$ cat config.mk
export PLATFORM = sky130hd
export DESIGN_NAME = mux_recirc_tx
export DESIGN_NICKNAME = d
export VERILOG_FILES = /design/src/rtl/mux_recirc_tx.sv
export SDC_FILE = /design/constraint.sdc
export NUM_CORES = 1
export LEC_CHECK = 0
export ABC_AREA = 0
export BUFFER_PORTS_ARGS = -buffer_cell sky130_fd_sc_hd__buf_2
export CELL_PAD_IN_SITES_DETAIL_PLACEMENT = 1
export CELL_PAD_IN_SITES_GLOBAL_PLACEMENT = 1
export CORE_ASPECT_RATIO = 1.1
export CORE_UTILIZATION = 25
export CTS_CLUSTER_DIAMETER = 80
export DETAILED_ROUTE_END_ITERATION = 16
export PLACE_DENSITY = 0.63
export SLEW_MARGIN = 15
export SYNTH_ARGS = -nofsm -noshare
export SYNTH_HDL_FRONTEND = slang
export SYNTH_SLANG_ARGS = --single-unit
$ cat constraint.sdc
create_clock -name clk -period 1.55 [get_ports clk]
set_clock_uncertainty 0.05 [all_clocks]
set_input_delay 0.0775 -clock clk [delete_from_list [all_inputs] [get_ports clk]]
set_output_delay 0.0775 -clock clk [all_outputs]
set_load 0.02 [all_outputs]
$ cat src/rtl/mux_recirc_tx.sv
// Source-domain side of the mux-recirculation CDC path: holds a word on tx_data,
// raises tx_req, and closes a 4-phase req/ack handshake on a synchronized rx_ack.
module mux_recirc_tx #(
    parameter int WIDTH       = 8,
    parameter int SYNC_STAGES = 2,
    parameter int TIMEOUT     = 64
) (
    input  logic             clk,
    input  logic             rst,
    input  logic             in_valid,
    input  logic [WIDTH-1:0] in_data,
    output logic             in_ready,
    output logic [WIDTH-1:0] tx_data,
    output logic             tx_req,
    input  logic             rx_ack,
    output logic             done,
    output logic             err,
    input  logic             err_clr
);

    localparam int CW = (TIMEOUT < 2) ? 1 : $clog2(TIMEOUT + 1);
    localparam logic [CW-1:0] TO_MAX = CW'(TIMEOUT);

    typedef enum logic [1:0] {IDLE, REQ, REL} state_t;

    state_t                 state_q;
    logic [SYNC_STAGES-1:0] sync_q;
    logic                   ack_s;
    logic [CW-1:0]          wait_q, wait_d;
    logic                   stay, to_hit;
    logic [WIDTH-1:0]       data_q;
    logic                   req_q, done_q, err_q;

    // Plain flop chain: nothing may sit between the synchronizer stages.
    always_ff @(posedge clk) begin
        if (rst) sync_q <= '0;
        else     sync_q <= {sync_q[SYNC_STAGES-2:0], rx_ack};
    end

    assign ack_s    = sync_q[SYNC_STAGES-1];
    assign in_ready = (state_q == IDLE) && !ack_s;

    // Wait counter runs only while the FSM is parked in REQ or REL.
    always_comb begin
        stay   = ((state_q == REQ) && !ack_s) || ((state_q == REL) && ack_s);
        wait_d = '0;
        if (stay) wait_d = (wait_q == TO_MAX) ? wait_q : wait_q + CW'(1);
        to_hit = (TIMEOUT != 0) && stay && (wait_q != TO_MAX) && (wait_d == TO_MAX);
    end

    always_ff @(posedge clk) begin
        if (rst) begin
            state_q <= IDLE;
            data_q  <= '0;
            req_q   <= 1'b0;
            done_q  <= 1'b0;
            err_q   <= 1'b0;
            wait_q  <= '0;
        end else begin
            done_q <= 1'b0;
            wait_q <= wait_d;
            if (to_hit)       err_q <= 1'b1;
            else if (err_clr) err_q <= 1'b0;
            case (state_q)
                IDLE: if (in_valid && in_ready) begin
                    data_q  <= in_data;
                    req_q   <= 1'b1;
                    state_q <= REQ;
                end
                REQ: if (ack_s) begin
                    req_q   <= 1'b0;
                    state_q <= REL;
                end
                REL: if (!ack_s) begin
                    done_q  <= 1'b1;
                    state_q <= IDLE;
                end
                default: state_q <= IDLE;
            endcase
        end
    end

    assign tx_data = data_q;
    assign tx_req  = req_q;
    assign done    = done_q;
    assign err     = err_q;

endmodule
### After elaboration in Yosys (flattened, before gate mapping)

Cells that the tools add are included.

| word-level totals | value |
|---|---|
| output and inout port bits | 12 |
| logic and storage cells | 44 |
| bits in registers | 22 |
| bits of input ports | 13 |

| cells by class | value |
|---|---|
| reduce and logical (&&, ||, !) cells | 15 |
| mux-type cells | 12 |
| $add $sub $neg | 1 |
| bitwise gates (word level) | 1 |
| equality and inequality tests | 8 |

Operators by type and width:

| cell | count |
|---|---|
| $eq 7x7->1 const B | 2 |
| $mux 7 | 2 |
| $add 7x1->7 const B | 1 |
| $ne 7x7->1 const B | 1 |
| $logic_and 1x1->1 | 6 |
| $mux 2 | 3 |
| $pmux 2 s3 | 1 |
| $reduce_and 3->1 | 2 |
| $mux 1 | 5 |
| $ne 2x2->1 const B | 2 |
| $reduce_bool 2->1 | 2 |
| $eq 2x1->1 const B | 1 |
| $eq 2x2->1 const B | 1 |
| $logic_not 2->1 | 1 |
| $ne 2x1->1 const B | 1 |
| $pmux 1 s2 | 1 |
| $reduce_and 2->1 | 1 |
| $reduce_or 2->1 | 1 |
| $logic_not 1->1 | 1 |
| $logic_or 1x1->1 | 1 |
| $not 1->1 | 1 |

### Depth between registers and ports, before layout

| depth | value |
|---|---|
| word-level depth | 7 |
| gate-level depth with buffers | 6 |
| mapped depth without buffers | 6 |

### Worst setup path after synthesis

No wires, ideal clock.

| timing | value |
|---|---|
| path type | register -> register |
| start | register wait_q[1] |
| end | register err_q, in the netlist err |
| slack | -0.122 ns |
| buffers on the path | 0 |
| library setup time | 0.084 ns |
| required time | 1.416 ns |
| cell stages (with the launch flop) | 6 |
| data arrival time | 1.538 ns |
| cells stage by stage | dfxtp_1 > ha_1 > nand3_1 > or3_1 > a211o_1 > o31ai_2 |

| on the way | value |
|---|---|
| word-level cells in the longest chain between the ends | 6 |
| elaborated cells between the ends (all ways) | 10 |

Ends and longest elaborated chain:

| item | line | RTL |
|---|---|---|
| start, declared | 29 | `logic [CW-1:0] wait_q, wait_d;` |
| start signal, assigned | 61 | `wait_q <= wait_d;` |
| $add 7x1->7 / $eq 7x7->1 (equally long branches) | 47 | `if (stay) wait_d = (wait_q == TO_MAX) ? wait_q : wait_q + CW'(1);` |
| $mux 7 (2 in series) | 47 |  |
| $eq 7x7->1 | 48 | `to_hit = (TIMEOUT != 0) && stay && (wait_q != TO_MAX) && (wait_d == TO_MAX);` |
| $logic_and 1x1->1 * | 48 |  |
| $mux 1 / $reduce_bool 2->1 (equally long branches) | - |  |
| end signal, assigned | 57 | `err_q <= 1'b0;` |
| end signal, assigned | 62 | `if (to_hit) err_q <= 1'b1;` |
| end signal, assigned | 63 | `else if (err_clr) err_q <= 1'b0;` |
| end, declared | 32 | `logic req_q, done_q, err_q;` |

Every way passes the cells marked *; elsewhere a longest branch is shown, timed or not.
A chain may end at the register's enable or synchronous reset.

### Worst setup path after layout

Same ends and word-level chain as after synthesis.

==> flow_summary.json <==
{
  "status": "finished with violations",
  "violations": "negative setup slack",
  "timing.final.crit_share_pct": 102,
  "cts_made_buffers": 3,
  "post-route-util_pct": 38.4,
  "synth-edff-count": 0,
  "fin_tns_setup_ns": -0.0498,
  "clock_latency_ns": 0.26,
  "die_h_um": 66.4,
  "fillCellCount": 467,
  "dpl.hpwl_um": 1910,
  "hold_viol_final": 0,
  "drt_iter0_drc": 34,
  "synth_common_cells": "22 x dfxtp_1, 18 x nand2_1, 11 x a21oi_1, 11 x nor2_1, 5 x nand3_1",
  "synth_nets": 126,
  "max_freq_mhz": 632,
  "grt.total_usage_pct": 14.4,
  "p_leak_uw": 0.000577,
  "finalCriticalPeriod_ns": 1.58,
  "ios": 25,
  "start_util_pct": 26.0,
  "syn-instance-count": 111,
  "tightest_slew_ns": 0.363,
  "hold_class": "in -> reg",
  "yosys.area.top_type": "dfxtp_1",
  "reg2reg_from": "wait_q[1]$_SDFF_PP0_",
  "cts.sinks": 22,
  "synthArstFlopShare_pct": 0,
  "path_cells": "ha_4, nand3_2, or3_4, a211o_1, o31ai_2",
  "cp_slowest_stage_delay_ns": 0.38,
  "rsz0062_at_grt": "yes",
  "yosysMostFrequentCell": "dfxtp_1",
  "syn-cell-area_um2": 942,
  "totalWireLength_um": 2550,
  "dieArea_mm2": 0.00402,
  "num-nets-final": 171,
  "crit_required_ns": 1.68,
  "critPathCaptureType": "flop",
  "synth-seq-cells": 22,
  "cp_max_fo": 3,
  "avgViaCountPerCell": 4.48,
  "rows": 23,
  "rr_worst_depth": 5,
  "arrival_ns": 1.71,
  "p_per_area_mw_per_mm2": 835,
  "grt_pass1_vias": 1018,
  "cts_root_buf": "clkbuf_8",
  "max-cap-violations": 0,
  "die_w_um": 60.5,
  "grt_pass1_wl_um": 4330,
  "timing.rr.end": "err$_SDFFE_PP0P_",
  "critical_path_class": "reg -> reg",
  "drc_errors": 0,
  "portBuffers": 24,
  "synth_top_area_share_pct": 46.7,
  "gp_congestion": 0.827,
  "ys_types": 29,
  "grt_overflow_total": 0,
  "finalMaxSlewViolations": 0,
  "antenna_found_initial": 0,
  "core_area_mm2": 0.00363,
  "ir_worst_vdd_mv": 0.252,
  "drive_gt1_share_pct": 41.3,
  "dr.pass1.iters": 2,
  "rrSetupSlack_ns": -0.03,
  "drtAntennaViolNets": 0,
  "synth.area.top_cells": "dfxtp_1 47%, nand2_1 7.2%, a21oi_1 5.8%",
  "ys_seq_area_share_pct": 46.7,
  "areaGrowthSynthToFinish_pct": 47.8,
  "ys.flop_type": "dfxtp_1",
  "clk_pin_slew_ns": 0.08,
  "syn_avg_cell_area_um2": 8.49,
  "hold_path_end": "tx_data[0]$_SDFFE_PP0P_",
  "cts_max_level": 1,
  "grt_max_degree": 17,
  "yosys_warnings": 0,
  "crit_slowest_cell": "dfxtp_4",
  "post_drt_wl_per_cell_um": 12.4,
  "min-delay-start": "in_data[0]",
  "setup_viol": 2,
  "min_path_cells": 3,
  "num_vias": 918,
  "slew_headroom_pct": 75.6,
  "antennaDiodeCount": 0,
  "start_kind": "flop",
  "cts_tree": "yes",
  "worst_slack_ns": -0.0318,
  "cts_buffer_depth": 2
}
[flip-flops by register name, summed over array words and instances, names as in the netlist]
register,count
sync_q,2
done,1
tx_data,8
wait_q,7
tx_req,1
err,1
state_q,2
[report_power, final]
group	leakage, µW	switching, µW	total [µW]	internal (µW)
combinational	0.000367	86.5	155	68.1
clock	0.0000288	183	409	226
sequential	0.000182	13.7	599	585
total	0.000577	284	1160	879
[through the flow]
| stage | worst slack, ns | total power, µW | hold WS (ns) | area (µm²) | instances |
|---|---|---|---|---|---|
| after CTS | -0.00951 | 1180 | 0.00578 | 1370 | 205 |
| after detailed placement | -0.157 | 754 | 0.265 | 1210 | 195 |
| final | -0.0318 | 1160 | 0.0130 | 1390 | 205 |
| after floorplan | -0.105 | 694 | 0.0991 | 950 | 111 |
| after global placement | -0.0582 | 747 | 0.236 | 1210 | 195 |
| after global routing | -0.0853 | 1230 | 0.0118 | 1390 | 205 |
[cell usage in the layout (no fill, tap or decap), drive strengths merged, types with 2 or more instances in the layout]
cell	count
mux2i	2
nand3	5
o21ai	4
xor2	2
clkbuf	4
nor2b	3
nor3	3
inv	4
nand2	19
dlygate4sd3	2
a21oi	11
and3b	3
or3	2
buf	40
nor2	11
and2	2
dfxtp	22
ha	2
xnor2	4
[worst max-delay path by stage]
| stage | start | to | slack, ns | cells after the start |
|---|---|---|---|---|
| after global placement | wait_q[0]$_SDFF_PP0_ | err$_SDFFE_PP0P_ | -0.06 | 5 |
| final | wait_q[1]$_SDFF_PP0_ | err$_SDFFE_PP0P_ | -0.03 | 5 |
| after detailed placement | wait_q[0]$_SDFF_PP0_ | err$_SDFFE_PP0P_ | -0.16 | 5 |
| after global routing | wait_q[1]$_SDFF_PP0_ | err$_SDFFE_PP0P_ | -0.09 | 5 |
| after floorplan | wait_q[1]$_SDFF_PP0_ | err$_SDFFE_PP0P_ | -0.10 | 5 |
| after CTS | wait_q[1]$_SDFF_PP0_ | err$_SDFFE_PP0P_ | -0.01 | 5 |
[critical path, delay by kind of cell (launching register included)]
kind	cells	cell delay [ns]
flip-flops	1	0.38
AND/OR/NAND/NOR	2	0.42
AO/OA/AOI/OAI	2	0.50
adder cells (fa/ha/maj)	1	0.14
[layer usage]
metal  up-vias  part of all wire (%)  GRT usage, %
met2        19                    57          29.7
met5         -                     0             0
met3         4                   3.1          1.76
met4         0                   1.1          4.26
li1        465                     -             -
met1       430                    38          14.1
[cell type report]
cell class                      instances  area [µm²]  area share, %
Sequential cell                        22         449           32.3
Clock buffer                            4        55.1           3.95
Tap cell                               50        62.6           4.49
Timing Repair Buffer                   42         264           19.0
Inverter                                4        15.0           1.08
Multi-Input combinational cell         83         547           39.3
[logic make-up after synthesis]
kind of cell    Yosys count  share of synthesized area [%]
xor+xnor                  6                           5.58
compound gates           21                           13.4
buf+inv                   6                           2.39
flops                    22                           46.7
fa+ha+maj                 2                           2.66
simple gates             52                           27.1
mux                       2                           2.12
[timing repair]
| action | in CTS | in global routing |
|---|---|---|
| hold buffers | 2 | 0 |
| gates resized for setup | 17 | 4 |
| setup endpoints to repair | 4 | 5 |
| pin swaps | 9 | 8 |
| setup buffers | 4 | 0 |
| hold endpoints to repair | 2 | 0 |
(Power assumes the default switching activity.)
